**src/rtl/ub_read_sequencer.sv**
```systemverilog
// ub_read_sequencer: reads a burst of unified-buffer words into a 2-entry FIFO and streams them out.
// Define UB_READ_STRIDE_EN to add a per-burst address stride input.
module ub_read_sequencer #(
    parameter int ADDRESSSIZE = 10,
    parameter int WORDSIZE    = 64
) (
    input  logic                   clk,
    input  logic                   rst_n,
    input  logic                   start,
    input  logic [ADDRESSSIZE-1:0] base_addr,
    input  logic [ADDRESSSIZE:0]   length,
`ifdef UB_READ_STRIDE_EN
    input  logic [ADDRESSSIZE-1:0] stride,
`endif
    output logic                   busy,
    output logic                   done,
    output logic                   sram_write_enable,
    output logic [ADDRESSSIZE-1:0] sram_address,
    input  logic [WORDSIZE-1:0]    sram_data_out,
    output logic                   m_valid,
    input  logic                   m_ready,
    output logic [WORDSIZE-1:0]    m_data,
    output logic                   m_last
);
    typedef enum logic [1:0] {IDLE, RUN, DRAIN} state_t;

    state_t                 state, state_nxt;
    logic [ADDRESSSIZE-1:0] held_addr, next_addr;
    logic [ADDRESSSIZE:0]   reads_left, words_left;
    logic                   pending, head, pop, issue, accept;
    logic [1:0]             count, occ;
    logic [WORDSIZE-1:0]    fifo [2];
`ifdef UB_READ_STRIDE_EN
    logic [ADDRESSSIZE-1:0] step;
`endif

    assign pop    = m_valid & m_ready;
    assign accept = state == IDLE && start && length != '0;
    // Slots the FIFO will hold after this edge if no new read is issued now.
    assign occ    = count + 2'(pending) - 2'(pop);
    assign issue  = state == RUN && occ < 2'd2;

    always_ff @(posedge clk or negedge rst_n) begin
        if (!rst_n) state <= IDLE;
        else state <= state_nxt;
    end

    always_comb begin
        state_nxt = state;
        case (state)
            IDLE:    state_nxt = accept ? RUN : IDLE;
            RUN:     state_nxt = issue && reads_left == (ADDRESSSIZE+1)'(1) ? DRAIN : RUN;
            DRAIN:   state_nxt = pop && m_last ? IDLE : DRAIN;
            default: state_nxt = IDLE;
        endcase
    end

    always_comb begin
        busy              = state != IDLE;
        sram_write_enable = 1'b0;
        sram_address      = issue ? next_addr : held_addr;
        m_valid           = count != 2'd0;
        m_last            = m_valid && words_left == (ADDRESSSIZE+1)'(1);
        m_data            = fifo[head];
    end

    always_ff @(posedge clk or negedge rst_n) begin
        if (!rst_n) begin
            held_addr  <= '0;
            next_addr  <= '0;
            reads_left <= '0;
            words_left <= '0;
            pending    <= 1'b0;
            count      <= 2'd0;
            head       <= 1'b0;
            fifo[0]    <= '0;
            fifo[1]    <= '0;
            done       <= 1'b0;
`ifdef UB_READ_STRIDE_EN
            step       <= '0;
`endif
        end else begin
            done    <= (state == DRAIN && pop && m_last) || (state == IDLE && start && length == '0);
            pending <= issue;
            count   <= occ;
            if (accept) begin
                next_addr  <= base_addr;
                reads_left <= length;
                words_left <= length;
`ifdef UB_READ_STRIDE_EN
                step       <= stride;
`endif
            end
            if (issue) begin
                held_addr  <= next_addr;
                reads_left <= reads_left - (ADDRESSSIZE+1)'(1);
`ifdef UB_READ_STRIDE_EN
                next_addr  <= next_addr + step;
`else
                next_addr  <= next_addr + ADDRESSSIZE'(1);
`endif
            end
            if (pending) fifo[head ^ count[0]] <= sram_data_out;
            if (pop) begin
                head       <= ~head;
                words_left <= words_left - (ADDRESSSIZE+1)'(1);
            end
        end
    end
endmodule

```
**config.mk**
```make
export PLATFORM = sky130hd
export DESIGN_NAME = ub_read_sequencer
export DESIGN_NICKNAME = d
export VERILOG_FILES = /design/src/rtl/ub_read_sequencer.sv
export SDC_FILE = /design/constraint.sdc
export NUM_CORES = 1
export LEC_CHECK = 0
export ABC_AREA = 1
export ABC_CLOCK_PERIOD_IN_PS = 3150
export BUFFER_PORTS_ARGS = -buffer_cell sky130_fd_sc_hd__buf_2
export CORE_MARGIN = 5
export CORE_UTILIZATION = 50
export CTS_CLUSTER_SIZE = 30
export DETAILED_ROUTE_END_ITERATION = 10
export PLACE_DENSITY = 0.8
export SLEW_MARGIN = 20
export SYNTH_ARGS = -nofsm -noshare
export SYNTH_HDL_FRONTEND = slang
export SYNTH_SLANG_ARGS = --single-unit
```
**constraint.sdc**
```tcl
create_clock -name clk -period 3.15 [get_ports clk]
set_clock_uncertainty 0.2 [all_clocks]
set_input_delay 0.63 -clock clk [delete_from_list [all_inputs] [get_ports clk]]
set_output_delay 0.63 -clock clk [all_outputs]
set_load 0.05 [all_outputs]
```
==> run metrics <==
maximum buffer depth of the clock tree 2; CP max stage cell dfrtp_1; Post-synth EDFFs 0; critical path fanouts, max 16; Die W approximately 140 um; CP peak stage delay 0.40 ns; antenna-violating nets left 0; die height 141 um; worst slew pin tran 0.685 ns; Post-Route Utilization between 60% and 70%; area of the core 16600 um^2; share of Yosys cell area claimed by the top area cell type 52.0%; Detailed Routing Iterations Pass 1 5; Global Route Usage Sum 20.1%; count of maximum capacitance violations 0; main area contributors after synthesis dfrtp_1 52%, nand2_1 13%, o21ai_0 8.2%, mux2_1 7.9%, inv_1 4.7%; Fillers ~1400; GPL Wtd Cong 0.860; Post-synth ARST share 100%; final net count between 1000 and 1500; Seq/Total Area, Yosys between 50% and 60%; DP Area 9580 um^2; min Tclk post-route 3.03 ns; fin. max-slew vios 0; CTS H-tree lvls 4; CP Class flop to primary output; setup total negative slack 0 ns; vias in the first global route 6805; Fin Hold WS 0.222 ns; cell with the most instances after synthesis nand2_1; TritonCTS buffer count 17; initial DRC count ~400; Mapped Area 8520 um^2; initial antenna violation count 0; Post-CTS Setup Inserts 0; Synthesized Nets 1095; global-route wire length before repair 32.7 mm; CP startpoint kind flop; Syn-to-layout area delta 20.9%; Syn Inst Count 1000; Yosys reg bits 177; Vias 7048; Initial Util 51.2%; Final Instance Area 10300 um^2; remaining global-route overflow 0; CTS tree yes; normalized max-slew margin 54.2%; final-report hold violation count 0; antenna diode count 0; CTS clock-pin slew for the worst setup and hold paths 0.07 ns; DIE AREA 19800 um^2; Worst setup EP type primary output; Clock Latency Late Sink roughly 0.43 ns; Setup violations, final 0; Synth Area per Inst roughly 8.5 um^2; largest net degree at the start of global routing 85; Post-synth top cells 302 x nand2_1, 177 x dfrtp_1, 140 x o21ai_0; share of layout cells above drive strength 1 20.6%; clk sink count 177; top cell type by total area after synthesis dfrtp_1; Worst Path Required 2.32 ns; row cnt 47; final wirelength 19.8 mm; drc violations 0; CP arrival around 2.2 ns; yosys warns 0; Peak Freq 330 MHz; hpwl dp 13.9 mm; HP Class input pin to flop; PortBufs 166; I/O pin cnt 168; outcome finished clean; Period Utilization, post-route 96.1%; worst-path cell chain inv_1 -> nand3_1 -> o21ai_2 -> ha_2 -> inv_1 -> nand3_2 -> nand3_4 -> buf_12 -> o21ai_2 -> buf_6; CTS root buffer clkbuf_16; routed vias/inst 5.09; routed len/inst 14.3 um; ys flop type dfrtp_1; synth unique cells 33
worst paths after layout:
kind                                   start               to  slack, ns  cells past startpoint
setup / recovery                    count[0]  sram_address[9]       0.12                     10
hold / removal             sram_data_out[35]         fifo[35]       0.22                      3
setup reg to reg                    count[1]     next_addr[0]       0.83                     12
hold reg to reg                 held_addr[8]     held_addr[8]       0.28                      2
max in group asynchronous              rst_n         fifo[81]       1.51                      3
min in group asynchronous              rst_n         fifo[57]       0.51                      2
cell usage in the layout, fill, tap and decap left out, types with 7 or more instances in the layout:
master,n
nand2_1,302
dfrtp_1,177
buf_2,155
o21ai_0,139
inv_1,106
nand3_1,72
mux2_1,60
nor2_1,33
clkbuf_16,17
buf_4,12
buf_6,9
o21ai_2,7
state kept, by name (all words and copies together) (netlist names):
name,cells
next_addr,10
fifo,128
held_addr,10
count,2
done,1
pending,1
head,1
reads_left,11
state,2
words_left,11
logic make-up after synthesis:
family,count (synthesis),share of synthesized area (%)
AOI/OAI and AO/OA,150,8.90
adders and majority gates,6,0.881
xor gates and xnor gates,8,0.822
other,1,0.0440
and+or+nand+nor,435,21.2
DFF,177,52.0
buffers and inverters,159,7.72
muxes,64,8.46
layer usage:
layer,part of all wire (%),up-vias,track usage (%)
met3,6.1,23,4.26
met2,47,211,32.4
li1,-,3497,-
met1,45,3317,27.6
met5,0,-,0
met4,1.2,0,5.86
layout make-up:
class / instances / area [um^2] / area share, %
Clock buffer: 18 / 429 / 4.17
Clock inverter: 14 / 173 / 1.68
Inverter: 110 / 417 / 4.04
Multi-Input combinational cell: 664 / 3480 / 33.8
Sequential cell: 177 / 4430 / 43.0
Tap cell: 220 / 275 / 2.67
Timing Repair Buffer: 183 / 1100 / 10.7
per-stage QoR:
stage | std cells | setup WS [ns]
finish | 1386 | 0.124
global route | 1386 | -0.0262
detailed placement | 1353 | 0.0822
floorplan | 1000 | 0.00404
global placement | 1353 | 0.209
CTS | 1386 | -0.00379
worst max-delay path: cells and delay by family (launching register included):
family	cells	cell delay [ns]
adder cells (fa/ha/maj)	1	0.20
AND/OR/NAND/NOR	3	0.37
flip-flops	1	0.40
AO/OA/AOI/OAI	2	0.25
buffers and inverters	4	0.54
timing repair:
action / 4_1_cts / 5_1_grt
hold buffers: 1 / 0
pin swaps: 0 / 1
endpoints found under the hold margin: 48 / 0
setup endpoints to repair: 7 / 10
resized for setup: 9 / 27
Power is not shown: default switching activity piles up to over one toggle a cycle in this logic, so the estimate is an artifact.
